--- src/rtl/pipe_ctrl.sv ---
// pipe_ctrl: pipeline sequencer for the 5-stage RV32 core.
// It tracks the in-flight writers in EX/MEM/WB and stalls on every RAW
// hazard, because the core has no forwarding. It also runs the
// data-memory handshake, the branch/jump flush, and a sticky
// memory-timeout error.
module pipe_ctrl #(
  parameter int MEM_TIMEOUT = 16,
  parameter int CNT_W       = 16
) (
  input  logic             clk,
  input  logic             rst,
  input  logic             id_valid,
  input  logic             id_reg1_read,
  input  logic             id_reg2_read,
  input  logic [4:0]       id_reg1_addr,
  input  logic [4:0]       id_reg2_addr,
  input  logic [4:0]       id_wd,
  input  logic             id_mem,
  input  logic             ex_br_taken,
  input  logic             mem_ack,
  output logic             pc_en,
  output logic             if_en,
  output logic             id_en,
  output logic             flush,
  output logic             mem_req,
  output logic             err,
  output logic [CNT_W-1:0] stall_cnt
);

  localparam int TMO_W = $clog2(MEM_TIMEOUT + 1);

  typedef enum logic [1:0] {S_RUN, S_FLUSH, S_MEM_WAIT, S_ERR} state_t;

  state_t           state, state_nxt;
  logic [TMO_W-1:0] tmo_cnt, tmo_nxt;

  logic       ex_v, mem_v, wb_v;
  logic [4:0] ex_wd, mem_wd, wb_wd;
  logic       ex_mem, mem_mem, wb_mem;

  logic advance, take_id, hazard;

  function automatic logic slot_hit(input logic v, input logic [4:0] wd,
                                    input logic r1, input logic [4:0] a1,
                                    input logic r2, input logic [4:0] a2);
    return v && (wd != 5'd0) && ((r1 && (wd == a1)) || (r2 && (wd == a2)));
  endfunction

  // RAW check of the decoded instruction against every in-flight writer.
  always_comb begin
    hazard = id_valid && (
      slot_hit(ex_v,  ex_wd,  id_reg1_read, id_reg1_addr, id_reg2_read, id_reg2_addr) ||
      slot_hit(mem_v, mem_wd, id_reg1_read, id_reg1_addr, id_reg2_read, id_reg2_addr) ||
      slot_hit(wb_v,  wb_wd,  id_reg1_read, id_reg1_addr, id_reg2_read, id_reg2_addr));
  end

  // Next-state and enable generation.
  always_comb begin
    state_nxt = state;
    tmo_nxt   = tmo_cnt;
    advance   = 1'b0;
    take_id   = 1'b0;
    pc_en     = 1'b0;
    if_en     = 1'b0;
    id_en     = 1'b0;
    flush     = 1'b0;
    mem_req   = 1'b0;
    err       = 1'b0;
    case (state)
      S_RUN: begin
        advance = 1'b1;
        if (ex_br_taken && ex_v) begin
          flush     = 1'b1;
          pc_en     = 1'b1;
          if_en     = 1'b1;
          state_nxt = S_FLUSH;
        end else if (!hazard) begin
          pc_en   = 1'b1;
          if_en   = 1'b1;
          id_en   = id_valid;
          take_id = id_valid;
        end
      end
      S_FLUSH: begin
        advance   = 1'b1;
        pc_en     = 1'b1;
        if_en     = 1'b1;
        state_nxt = S_RUN;
      end
      S_MEM_WAIT: begin
        mem_req = 1'b1;
        if (mem_ack) begin
          advance   = 1'b1;
          tmo_nxt   = '0;
          state_nxt = S_RUN;
        end else if (tmo_cnt == TMO_W'(MEM_TIMEOUT - 1)) begin
          tmo_nxt   = '0;
          state_nxt = S_ERR;
        end else begin
          tmo_nxt = tmo_cnt + TMO_W'(1);
        end
      end
      default: begin
        err = 1'b1;
      end
    endcase
    // A memory op moving from EX into MEM always parks the pipe.
    if (advance && ex_v && ex_mem) begin
      state_nxt = S_MEM_WAIT;
    end
    if (rst) begin
      pc_en   = 1'b0;
      if_en   = 1'b0;
      id_en   = 1'b0;
      flush   = 1'b0;
      mem_req = 1'b0;
      err     = 1'b0;
    end
  end

  // FSM state and timeout counter.
  always_ff @(posedge clk) begin
    if (rst) begin
      state   <= S_RUN;
      tmo_cnt <= '0;
    end else begin
      state   <= state_nxt;
      tmo_cnt <= tmo_nxt;
    end
  end

  // Shadow slots EX -> MEM -> WB; a bubble enters EX unless ID is accepted.
  always_ff @(posedge clk) begin
    if (rst) begin
      ex_v    <= 1'b0;
      ex_wd   <= 5'd0;
      ex_mem  <= 1'b0;
      mem_v   <= 1'b0;
      mem_wd  <= 5'd0;
      mem_mem <= 1'b0;
      wb_v    <= 1'b0;
      wb_wd   <= 5'd0;
      wb_mem  <= 1'b0;
    end else if (advance) begin
      wb_v    <= mem_v;
      wb_wd   <= mem_wd;
      wb_mem  <= mem_mem;
      mem_v   <= ex_v;
      mem_wd  <= ex_wd;
      mem_mem <= ex_mem;
      ex_v    <= take_id;
      ex_wd   <= take_id ? id_wd : 5'd0;
      ex_mem  <= take_id & id_mem;
    end
  end

  // Saturating count of cycles with the PC held.
  always_ff @(posedge clk) begin
    if (rst) begin
      stall_cnt <= '0;
    end else if (!pc_en && (stall_cnt != {CNT_W{1'b1}})) begin
      stall_cnt <= stall_cnt + CNT_W'(1);
    end
  end

endmodule

--- config.mk ---
export PLATFORM = sky130hd
export DESIGN_NAME = pipe_ctrl
export DESIGN_NICKNAME = d
export VERILOG_FILES = /design/src/rtl/pipe_ctrl.sv
export SDC_FILE = /design/constraint.sdc
export NUM_CORES = 1
export LEC_CHECK = 0
export ABC_CLOCK_PERIOD_IN_PS = 2800
export BUFFER_PORTS_ARGS = -buffer_cell sky130_fd_sc_hd__buf_2
export CAP_MARGIN = 10
export CORE_MARGIN = 10
export CORE_UTILIZATION = 49
export CTS_CLUSTER_SIZE = 10
export DETAILED_ROUTE_END_ITERATION = 16
export MAX_ROUTING_LAYER = met4
export PLACE_DENSITY = 0.79
export SKIP_LAST_GASP = 1
export SLEW_MARGIN = 10
export SYNTH_ARGS = -nofsm -noshare
export SYNTH_HDL_FRONTEND = slang
export SYNTH_SLANG_ARGS = --single-unit
export TNS_END_PERCENT = 30
--- constraint.sdc ---
create_clock -name clk -period 2.8 [get_ports clk]
set_clock_uncertainty 0.2 [all_clocks]
set_input_delay 0.84 -clock clk [delete_from_list [all_inputs] [get_ports clk]]
set_output_delay 0.84 -clock clk [all_outputs]
set_load 0.005 [all_outputs]
==> results_dict.tcl <==
set metrics [dict create \
    die_x_um 87.2 \
    final_nets 354 \
    crit_start "id_reg1_addr[0]" \
    ant_nets 0 \
    yosysWarnings 0 \
    syn_inst 270 \
    critPathCapture "if_en" \
    vdd_ir_drop_max_mv 0.381 \
    coreArea_um2 4350 \
    r2r_setup_slack_ns 0.14 \
    final_layout_size_suffix_gt1_share_pct 29.1 \
    pwr_density_cell_nw_per_um2 438 \
    holdWs_ns 0.280 \
    r2r-end "stall_cnt[0]" \
    fillers 362 \
    yosysSeqAreaShare_pct 38.0 \
    antennaDiodeCount 0 \
    cp_top_family "compound AO/OA/AOI/OAI gates" \
    slowest_stage "o22ai_2" \
    yosys_most_used_dff "dfxtp_1" \
    port_buffers 44 \
    cts_hold_buf 0 \
    avgSynthCellArea_um2 8.20 \
    cp_max_fo 3 \
    path_clk_slew_ns 0.07 \
    drt-initial-drc-count 101 \
    io_pins 45 \
    cts_buffers 5 \
    muxShareOfSynthArea_pct 0.904 \
    r2r-start "mem_wd[2]" \
    synth-simple-area-share_pct 24.1 \
    leakage_uw 0.00113 \
    synthXorXnorAreaFrac_pct 12.7 \
    mostFrequentLayoutCells "nand2_1, dfxtp_1, buf_2, a21oi_1, xnor2_1" \
    tightest_slew_ns 0.477 \
    worstPathArrival_ns 2.06 \
    setup_violations 3 \
    cp.required_ns 1.76 \
    grt_antenna_before_repair 0 \
    fin_ws_ns -0.297 \
    violations "setup timing" \
    total_power_uw 1260 \
    worstSetupPathType "primary input to primary output" \
    fin_setup_tns_ns -0.838 \
    multi_input_area_um2 1430 \
    insertion_delay_ns 0.29 \
    ys_ff_latch 42 \
    area_growth_syn_to_layout_pct 29.9 \
    dr.pass1.iters 4 \
    initial_core_util_pct 50.9 \
    regArea_um2 842 \
    cts_tree "built" \
    path_cells "buf_8, xnor2_2, nand4_1, o22ai_2, a32oi_4, buf_6, a21oi_4, nor2_2, buf_2" \
    gp_congestion 0.919 \
    placedCellCount 372 \
    vias 2102 \
    syn_area_um2 2210 \
    cp.depth 9 \
    cpPeakStageDelay_ns 0.22 \
    slew_headroom_pct 68.0 \
    grt-ovfl-total 0 \
    cap_viol_max_count 0 \
    finalCriticalPeriod_ns 3.10 \
    die-area_um2 7610 \
    clock_path_buffers 2 \
    routed_wl_um 5690 \
    synth_cell_types 41 \
    dieHeight_um 87.2 \
    grt_use_total_pct 15.1 \
    rows 24 \
    cts-htree-levels 2 \
    synthAdderAreaFrac_pct 1.13 \
    synthArstFlopShare_pct 0 \
    synth_edf_count 0 \
    r2r_cells 10 \
    grt_max_degree 32 \
    place_ws_ns -0.304 \
    stdcell_count 382 \
    start_kind "primary input" \
    clock_tree.root_cell "clkbuf_8" \
    worst-path-buf-inv 3 \
    final_hold_viol_count 0 \
    cts_sinks 42 \
    drt-wirelength-per-cell_um 14.9 \
    vias_per_cell 5.50 \
    synth_nets 295 \
    crit_path_end_kind "primary output" \
    grt_first_pass_wirelength_um 9310 \
    fin_crit_sh_pct 111 \
    min_path_type "flip-flop to flip-flop" \
    synth_top_family_by_area "simple AND/OR/NAND/NOR gates" \
    dp_hpwl_um 4240 \
    fmax_mhz 323 \
    slew_violations 0 \
    grt_pass1_vias 2111 \
    rsz0062_at_grt "yes" \
    status "finished with violations" \
    drc 0 \
    synth_compound_area_share_pct 19.9 \
]
==> report_power, final <==
part / total, µW / internal [µW] / switching [µW]
logic: 168 / 87.3 / 81.1
clock network: 461 / 267 / 194
registers: 630 / 611 / 18.9
==> cell families after synthesis <==
group,Yosys count
buf+inv,17
compound gates,64
xor+xnor,32
fa+ha+maj,2
simple gates,111
mux,2
flops,42
==> final cells by class <==
cell class | instances | share of cell area (%)
Sequential cell | 42 | 29.3
Inverter | 6 | 0.783
Tap cell | 52 | 2.26
Clock inverter | 1 | 1.04
Timing Repair Buffer | 62 | 14.4
Multi-Input combinational cell | 212 | 49.6
Clock buffer | 7 | 2.65
==> worst min path at each step <==
stage | cells after the start | endpoint | slack, ns | start
2_1_floorplan | 2 | wb_v | 0.23 | wb_v
3_3_place_gp | 2 | wb_v | 0.25 | wb_v
3_5_place_dp | 2 | wb_v | 0.27 | wb_v
4_1_cts | 2 | mem_v | 0.28 | mem_v
5_1_grt | 1 | tmo_cnt[4] | 0.29 | tmo_cnt[4]
6_report | 2 | mem_v | 0.28 | mem_v
==> worst register-to-register path: stages, from the launching register on <==
cell and delay (ns):
dfxtp_1 0.32, or4_1 0.51, o21a_1 0.21, a32oi_4 0.19, buf_6 0.14, a21oi_4 0.05
buf_4 0.18, o21ai_2 0.37, buf_4 0.19, xor2_1 0.15, nor2_1 0.05
==> repair_timing <==
item	4_1_cts	5_1_grt
cloned	0	1
pin swaps	7	4
endpoints found under the hold margin	0	0
setup buffers	1	2
endpoints found under the setup margin	3	18
gates resized for setup	7	24
==> metrics by stage <==
| stage | area [µm²] | utilization [%] |
|---|---|---|
| detailed placement | 2640 | 60.7 |
| CTS | 2780 | 63.9 |
| global route | 2880 | 66.1 |
| finish | 2880 | 66.1 |
| global placement | 2640 | 60.7 |
| floorplan | 2280 | - |
==> synth_stat cells, drive strengths merged, types with 2 or more instances <==
cell type,number,area [µm²]
dfxtp,42,841
nand2,42,158
xnor2,31,272
a21oi,29,156
nor2,20,75.1
o21ai,13,76.3
or3,10,62.6
clkbuf,9,33.8
nand3,8,40.0
nand4,7,43.8
nor3,7,40.0
a22oi,6,45.0
inv,6,22.5
and3,5,31.3
o21a,5,37.5
o22ai,3,18.8
or4,3,22.5
buf,2,18.8
ha,2,25.0
mux2i,2,20.0
nand3b,2,15.0
nor4,2,12.5
o2111ai,2,35.0
o21ba,2,20.0
==> flip-flops by register name, summed over array words and instances, names as in the netlist <==
name,cells
ex_mem,1
ex_v,1
ex_wd,5
mem_v,1
mem_wd,5
stall_cnt,16
state,2
tmo_cnt,5
wb_v,1
wb_wd,5
==> routing by layer <==
layer / part of all wire (%) / vias to the layer above / global-route usage [%] / routed length, µm
met2: 50 / 52 / 25.2 / 2850
met3: 6.2 / 4 / 4.68 / 353
met1: 43 / 980 / 17.3 / 2450
met5: 0 / - / - / 0
met4: 0.69 / 0 / 3.62 / 39
li1: - / 1066 / - / -
Note: power is estimated with default switching activity, not from simulation.
